<file path="src/rtl/nave_pkg.sv">
`default_nettype none
// ---------------------------------------------------------------------------
// Module   : nave_pkg
// Brief    : Shared types and constants for the player ship controller.
// Revision : 1.0
// ---------------------------------------------------------------------------
package nave_pkg;

  localparam int COORD_W  = 10;
  localparam int SCREEN_W = 640;
  localparam int SCREEN_H = 480;

  typedef enum logic [1:0] {
    IDLE     = 2'd0,
    FLYING   = 2'd1,
    COOLDOWN = 2'd2
  } missile_state_t;

endpackage
`default_nettype wire

</file>
<file path="src/rtl/nave_controller_if.sv">
`default_nettype none
// ---------------------------------------------------------------------------
// Module   : nave_controller_if
// Brief    : Button/vsync inputs and sprite coordinate outputs of the ship controller.
// Revision : 1.0
// ---------------------------------------------------------------------------
interface nave_controller_if;
  import nave_pkg::*;

  logic               vsync;
  logic               btn_left;
  logic               btn_right;
  logic               btn_fire;
  logic               missile_hit;
  logic [COORD_W-1:0] ship_x;
  logic [COORD_W-1:0] ship_y;
  logic [COORD_W-1:0] missile_x;
  logic [COORD_W-1:0] missile_y;
  logic               missile_active;
  logic               frame_tick;

  // Controller side
  modport master (
    input  vsync, btn_left, btn_right, btn_fire, missile_hit,
    output ship_x, ship_y, missile_x, missile_y, missile_active, frame_tick
  );

  // Input logic / renderer side
  modport slave (
    output vsync, btn_left, btn_right, btn_fire, missile_hit,
    input  ship_x, ship_y, missile_x, missile_y, missile_active, frame_tick
  );

endinterface
`default_nettype wire

</file>
<file path="src/rtl/nave_controller_frame_tick_gen.sv">
`default_nettype none
// ---------------------------------------------------------------------------
// Module   : frame_tick_gen
// Brief    : Registers vsync and emits a one-cycle pulse after its falling edge.
// Revision : 1.0
// ---------------------------------------------------------------------------
module frame_tick_gen (
  input  wire logic clk,
  input  wire logic reset,
  input  wire logic vsync,
  output logic      frame_tick
);

  logic r_vsync_q;
  logic r_tick;

  always_ff @(posedge clk or posedge reset) begin
    if (reset) begin
      r_vsync_q <= 1'b1;
      r_tick    <= 1'b0;
    end else begin
      r_vsync_q <= vsync;
      r_tick    <= r_vsync_q & ~vsync;
    end
  end

  assign frame_tick = r_tick;

endmodule
`default_nettype wire

</file>
<file path="src/rtl/nave_controller.sv">
`default_nettype none
// ---------------------------------------------------------------------------
// Module   : nave_controller
// Brief    : Per-frame ship motion and single-missile fire sequencer.
//            Define SHIP_WRAP_EN to wrap the ship at the screen edges.
// Revision : 1.0
// ---------------------------------------------------------------------------
module nave_controller #(
  parameter int SCREEN_W        = 640,
  parameter int SHIP_W          = 32,
  parameter int SHIP_Y          = 448,
  parameter int START_X         = 304,
  parameter int SPEED           = 4,
  parameter int MISSILE_H       = 8,
  parameter int MISSILE_SPEED   = 8,
  parameter int COOLDOWN_FRAMES = 15
) (
  input  wire logic           clk,
  input  wire logic           reset,
  nave_controller_if.master   bus
);
  import nave_pkg::*;

  localparam int CNT_W = (COOLDOWN_FRAMES > 0) ? $clog2(COOLDOWN_FRAMES + 1) : 1;

  localparam logic [COORD_W:0]   c_max_x     = (COORD_W+1)'(SCREEN_W - SHIP_W);
  localparam logic [COORD_W:0]   c_speed     = (COORD_W+1)'(SPEED);
  localparam logic [COORD_W:0]   c_fire_ofs  = (COORD_W+1)'(SHIP_W / 2 - 1);
  localparam logic [COORD_W-1:0] c_start_x   = COORD_W'(START_X);
  localparam logic [COORD_W-1:0] c_ship_y    = COORD_W'(SHIP_Y);
  localparam logic [COORD_W-1:0] c_launch_y  = COORD_W'(SHIP_Y - MISSILE_H);
  localparam logic [COORD_W-1:0] c_m_speed   = COORD_W'(MISSILE_SPEED);
  localparam logic [CNT_W-1:0]   c_cooldown  = CNT_W'(COOLDOWN_FRAMES);

  missile_state_t     r_state;
  missile_state_t     w_state_next;
  logic [COORD_W-1:0] r_ship_x;
  logic [COORD_W-1:0] r_missile_x;
  logic [COORD_W-1:0] r_missile_y;
  logic               r_missile_active;
  logic [CNT_W-1:0]   r_cnt;
  logic               r_fire;

  logic [COORD_W-1:0] w_ship_x_next;
  logic [COORD_W-1:0] w_missile_x_next;
  logic [COORD_W-1:0] w_missile_y_next;
  logic               w_missile_active_next;
  logic [CNT_W-1:0]   w_cnt_next;
  logic               w_fire_next;

  logic               w_tick;
  logic [COORD_W:0]   w_x_ext;
  logic [COORD_W:0]   w_x_plus;
  logic               w_move_left;
  logic               w_move_right;

  frame_tick_gen u_frame_tick_gen (
    .clk        (clk),
    .reset      (reset),
    .vsync      (bus.vsync),
    .frame_tick (w_tick)
  );

  assign w_x_ext      = {1'b0, r_ship_x};
  assign w_x_plus     = w_x_ext + c_speed;
  assign w_move_left  = bus.btn_left & ~bus.btn_right;
  assign w_move_right = bus.btn_right & ~bus.btn_left;

  // Ship motion, evaluated at one bit wider than the coordinate
  always_comb begin
    w_ship_x_next = r_ship_x;
    if (w_tick) begin
      if (w_move_left) begin
        if (w_x_ext < c_speed) begin
`ifdef SHIP_WRAP_EN
          w_ship_x_next = c_max_x[COORD_W-1:0];
`else
          w_ship_x_next = '0;
`endif
        end else begin
          w_ship_x_next = COORD_W'(w_x_ext - c_speed);
        end
      end else if (w_move_right) begin
        if (w_x_plus > c_max_x) begin
`ifdef SHIP_WRAP_EN
          w_ship_x_next = '0;
`else
          w_ship_x_next = c_max_x[COORD_W-1:0];
`endif
        end else begin
          w_ship_x_next = w_x_plus[COORD_W-1:0];
        end
      end
    end
  end

  always_ff @(posedge clk or posedge reset) begin
    if (reset) begin
      r_state <= IDLE;
    end else begin
      r_state <= w_state_next;
    end
  end

  // A hit ends the flight in any cycle and wins over the same-cycle tick
  always_comb begin
    w_state_next = r_state;
    case (r_state)
      IDLE: begin
        if (w_tick && r_fire) w_state_next = FLYING;
      end
      FLYING: begin
        if (bus.missile_hit) w_state_next = COOLDOWN;
        else if (w_tick && (r_missile_y < c_m_speed)) w_state_next = COOLDOWN;
      end
      COOLDOWN: begin
        if (w_tick && (r_cnt == '0)) w_state_next = IDLE;
      end
      default: w_state_next = IDLE;
    endcase
  end

  always_comb begin
    w_missile_x_next      = r_missile_x;
    w_missile_y_next      = r_missile_y;
    w_missile_active_next = r_missile_active;
    w_cnt_next            = r_cnt;
    case (r_state)
      IDLE: begin
        if (w_tick && r_fire) begin
          w_missile_x_next      = COORD_W'(w_x_ext + c_fire_ofs);
          w_missile_y_next      = c_launch_y;
          w_missile_active_next = 1'b1;
        end
      end
      FLYING: begin
        if (bus.missile_hit) begin
          w_missile_active_next = 1'b0;
          w_cnt_next            = c_cooldown;
        end else if (w_tick) begin
          if (r_missile_y < c_m_speed) begin
            w_missile_active_next = 1'b0;
            w_cnt_next            = c_cooldown;
          end else begin
            w_missile_y_next = r_missile_y - c_m_speed;
          end
        end
      end
      COOLDOWN: begin
        if (w_tick && (r_cnt != '0)) w_cnt_next = r_cnt - 1'b1;
      end
      default: begin
        w_missile_active_next = 1'b0;
      end
    endcase
  end

  // Latch has already been seen by the FSM when it clears on the tick
  assign w_fire_next = bus.btn_fire | (r_fire & ~w_tick);

  always_ff @(posedge clk or posedge reset) begin
    if (reset) begin
      r_ship_x         <= c_start_x;
      r_missile_x      <= '0;
      r_missile_y      <= '0;
      r_missile_active <= 1'b0;
      r_cnt            <= '0;
      r_fire           <= 1'b0;
    end else begin
      r_ship_x         <= w_ship_x_next;
      r_missile_x      <= w_missile_x_next;
      r_missile_y      <= w_missile_y_next;
      r_missile_active <= w_missile_active_next;
      r_cnt            <= w_cnt_next;
      r_fire           <= w_fire_next;
    end
  end

  assign bus.ship_x         = r_ship_x;
  assign bus.ship_y         = c_ship_y;
  assign bus.missile_x      = r_missile_x;
  assign bus.missile_y      = r_missile_y;
  assign bus.missile_active = r_missile_active;
  assign bus.frame_tick     = w_tick;

endmodule
`default_nettype wire

</file>
<file path="src/flat_wrapper.sv">
// flat-port wrapper written by rule: the top's interface ports become plain ports
module nave_controller_flat import nave_pkg::*;
#(
  parameter int SCREEN_W        = 640,
  parameter int SHIP_W          = 32,
  parameter int SHIP_Y          = 448,
  parameter int START_X         = 304,
  parameter int SPEED           = 4,
  parameter int MISSILE_H       = 8,
  parameter int MISSILE_SPEED   = 8,
  parameter int COOLDOWN_FRAMES = 15
)
  (clk, reset, bus_vsync, bus_btn_left, bus_btn_right, bus_btn_fire, bus_missile_hit, bus_ship_x, bus_ship_y, bus_missile_x, bus_missile_y, bus_missile_active, bus_frame_tick);
  nave_controller_if bus_i ();
  input  wire logic clk;
  input  wire logic reset;
  input wire logic [$bits(bus_i.vsync)-1:0] bus_vsync;
  input wire logic [$bits(bus_i.btn_left)-1:0] bus_btn_left;
  input wire logic [$bits(bus_i.btn_right)-1:0] bus_btn_right;
  input wire logic [$bits(bus_i.btn_fire)-1:0] bus_btn_fire;
  input wire logic [$bits(bus_i.missile_hit)-1:0] bus_missile_hit;
  output wire logic [$bits(bus_i.ship_x)-1:0] bus_ship_x;
  output wire logic [$bits(bus_i.ship_y)-1:0] bus_ship_y;
  output wire logic [$bits(bus_i.missile_x)-1:0] bus_missile_x;
  output wire logic [$bits(bus_i.missile_y)-1:0] bus_missile_y;
  output wire logic [$bits(bus_i.missile_active)-1:0] bus_missile_active;
  output wire logic [$bits(bus_i.frame_tick)-1:0] bus_frame_tick;
  assign bus_i.vsync = bus_vsync;
  assign bus_i.btn_left = bus_btn_left;
  assign bus_i.btn_right = bus_btn_right;
  assign bus_i.btn_fire = bus_btn_fire;
  assign bus_i.missile_hit = bus_missile_hit;
  assign bus_ship_x = bus_i.ship_x;
  assign bus_ship_y = bus_i.ship_y;
  assign bus_missile_x = bus_i.missile_x;
  assign bus_missile_y = bus_i.missile_y;
  assign bus_missile_active = bus_i.missile_active;
  assign bus_frame_tick = bus_i.frame_tick;
  nave_controller #(.SCREEN_W(SCREEN_W), .SHIP_W(SHIP_W), .SHIP_Y(SHIP_Y), .START_X(START_X), .SPEED(SPEED), .MISSILE_H(MISSILE_H), .MISSILE_SPEED(MISSILE_SPEED), .COOLDOWN_FRAMES(COOLDOWN_FRAMES)) u_core (.clk(clk), .reset(reset), .bus(bus_i));
endmodule
</file>
<file path="config.mk">
export PLATFORM = sky130hd
export DESIGN_NAME = nave_controller_flat
export DESIGN_NICKNAME = d
export VERILOG_FILES = /design/src/rtl/nave_pkg.sv /design/src/rtl/nave_controller_if.sv /design/src/rtl/nave_controller_frame_tick_gen.sv /design/src/rtl/nave_controller.sv /design/src/flat_wrapper.sv
export SDC_FILE = /design/constraint.sdc
export NUM_CORES = 1
export LEC_CHECK = 0
export CELL_PAD_IN_SITES_DETAIL_PLACEMENT = 1
export CELL_PAD_IN_SITES_GLOBAL_PLACEMENT = 2
export CORE_ASPECT_RATIO = 0.8
export CORE_UTILIZATION = 30
export DETAILED_ROUTE_END_ITERATION = 7
export GPL_ROUTABILITY_DRIVEN = 1
export HOLD_SLACK_MARGIN = 0.02
export PLACE_DENSITY = 0.9
export SLEW_MARGIN = 10
export SYNTH_ARGS = -nofsm -noshare
export SYNTH_HDL_FRONTEND = slang
export SYNTH_SLANG_ARGS = --single-unit
</file>
<file path="constraint.sdc">
create_clock -name clk -period 2.41 [get_ports clk]
set_input_delay 0.241 -clock clk [delete_from_list [all_inputs] [get_ports clk]]
set_output_delay 0.241 -clock clk [all_outputs]
set_load 0.05 [all_outputs]
</file>
==> impl_metrics.ini <==
[die]
dieArea_mm2 = 0.00757
die-height_um = 78.0
fp-row-count = 27
start_util_pct = 31.3
die_x_um = 97.1
core-area_mm2 = 0.00693
io_pins = 49

[clocking]
clkTransAtPathRegs_ns = 0.07
cts_setup_buffers = 0
clkSinkCount = 34
cts-root-buf = clkbuf_8
ctsHtreeMaxLevel = 2
clock_latency_ns = 0.28
numCtsBuffers = 5
cts_tree = yes
clockBufferDepth = 2

[place]
pre_cts_slack_ns = 0.201
placed_area_mm2 = 0.00257
port-buffer-count = 33
dpl.hpwl_mm = 4.25
gp_congestion = 0.866
dp_cells = 363

[setup_path]
crit_path_max_fanout = 17
crit_slowest_cell = dfstp_2
cp_top_family = simple AND/OR/NAND/NOR gates
arrival_ns = 2.29
worstPathRequired_ns = 2.56
reg2regPathDepth = 5
r2r_end = u_core.bus.ship_x[6]
worstSetupStartpointType = flop
r2r_start = u_core.bus.ship_x[5]
cp_num_buf_inv = 0
cp-end-kind = flop
max_stage_delay_ns = 0.73
path_class = reg -> reg
path_cells = nand2_1, or4_4, and3_4, o31ai_1, a2bb2oi_1
reg2reg_slack_ns = 0.27

[global_route]
grt_pass1_vias = 1858
overflow = 0
grt.total_usage_pct = 15.8
grt_max_degree = 35
grt_pass1_wl_mm = 9.55
antenna_found_initial = 0

[sta]
hold_violations = 0
slew_viol_final = 0
finalWorstSetupSlack_ns = 0.269
rsz0062_at_grt = no
timing.hold.ws_ns = 0.361
finalCritPeriodShare_pct = 88.9
fmax_ghz = 0.467
fin_skew_ns = 0.00556
min_period_ns = 2.14
tightest_slew_ns = 0.649
setup_tns_ns = 0
slew_headroom_pct = 56.6
setup_viol = 0

[logic_synthesis]
synth-edff-count = 0
ys_warn_count = 0
async_reset_ff_share_pct = 100
synth_area_leaders = dfrtp_1 35%, buf_4 5.5%, o21ai_0 5.3%
netlist_top_cells_count = 30 x dfrtp_1, 28 x nand2_1, 23 x o21ai_0
synth_top_area_share_pct = 34.6
yosysMostFrequentCell = dfrtp_1
ys.flop_type = dfrtp_1
synth_seq_cells = 34
yosysTopAreaCell = dfrtp_1
netlist_instances = 247
ys_seq_area_share_pct = 39.5
netlist_area_mm2 = 0.00217
ys_types = 53
avgSynthCellArea_um2 = 8.78

[detailed_routing]
ant_nets = 0
drc = 0
vias = 1903
wl_per_cell_um = 15.6
wl_met3_um = 301
via_per_inst = 5.13
wl_met1_mm = 2.87
wl_met2_mm = 2.57
drt-initial-drc-count = 131
maxUsedRoutingLayer = met4
routed_wl_mm = 5.78
first_pass_iters = 4

[final_layout]
drive_gt1_share_pct = 11.6
area_growth_pct = 22.6
fin_cells = 371
n_antenna_cell = 0
fin_area_mm2 = 0.00266
utilization_pct = 38.4
layout.nets = 296

[status]
status = finished, final reports clean

[job]
maxCapViolCount = 0

[power]
vdd_drop_max_mv = 0.365
p_leak_nw = 1.08
p_per_area_mw_per_mm2 = 1020
finalPower_mw = 2.72

[worst_hold_path]
hp-class = in -> async
[layer usage]
metal	up-vias	global-route usage, %
li1	910	-
met1	924	22.3
met2	64	25.4
met3	5	3.03
met4	0	3.13
met5	-	0
[area by class of cell]
type	instances	area, um^2
clock buffer	7	86.3
clock inverter	1	5.00
fill	824	4270
inverter	14	52.6
multi-input combinational	185	1140
sequential	34	857
tap	87	109
timing repair buffer	43	405
[what timing repair did]
| item | CTS | global route |
|---|---|---|
| hold buffers | 0 | 0 |
| endpoints found under the setup margin | 0 | 1 |
| gates resized for setup | 0 | 1 |
[state kept, by name (all words and copies together) (netlist names)]
| register | flops |
|---|---|
| u_core.u_frame_tick_gen.r_vsync_q | 1 |
| u_core.r_fire | 1 |
| u_core.bus.missile_active | 1 |
| u_core.r_cnt | 4 |
| u_core.bus.missile_x | 9 |
| u_core.u_frame_tick_gen.frame_tick | 1 |
| u_core.bus.missile_y | 7 |
| u_core.r_state | 2 |
| u_core.bus.ship_x | 8 |
[worst max path at each step]
stage | start | endpoint | cells after the start
after global routing | u_core.bus.ship_x[2] | u_core.bus.ship_x[6] | 5
after detailed placement | u_core.bus.ship_x[3] | u_core.bus.ship_x[6] | 5
after CTS | u_core.bus.ship_x[3] | u_core.bus.ship_x[6] | 5
after floorplan | u_core.bus.ship_x[2] | u_core.bus.ship_x[7] | 7
after global placement | u_core.bus.ship_x[3] | u_core.bus.ship_x[6] | 5
final | u_core.bus.ship_x[5] | u_core.bus.ship_x[6] | 5
[worst reg2reg max path, stage by stage (launching register included)]
cell and delay, ns:
dfstp_2 0.73, nand2_1 0.11, or4_4 0.43, and3_4 0.21, o31ai_1 0.41, a2bb2oi_1 0.12
[placed cells by master (no fill, tap or decap), drive strengths merged, types with 7 or more instances in the layout]
cell type and instances:
clkdlybuf4s50 33, dfrtp 30, nand2 28, o21ai 23
conb 15, inv 14, nor2 12, nor3 11
a21oi 10, buf 10, or3 9, xor2 7
clkbuf 7
[where the power goes]
| part | switching (mW) | internal, mW | leakage, nW | total [mW] |
|---|---|---|---|---|
| logic | 0.881 | 0.478 | 0.645 | 1.36 |
| registers | 0.179 | 0.740 | 0.385 | 0.919 |
| clock network | 0.214 | 0.231 | 0.0482 | 0.445 |
[cell families after synthesis]
group / count (synthesis) / synth area share [%]
adder cells (fa/ha/maj): 6 / 3.46
buffers and inverters: 41 / 10.0
AND/OR/NAND/NOR: 89 / 21.9
multiplexers: 3 / 1.38
XOR/XNOR: 10 / 4.04
AO/OA/AOI/OAI: 62 / 19.3
flip-flops: 34 / 39.5
other: 2 / 0.346
Note: power is estimated with default switching activity, not from simulation.
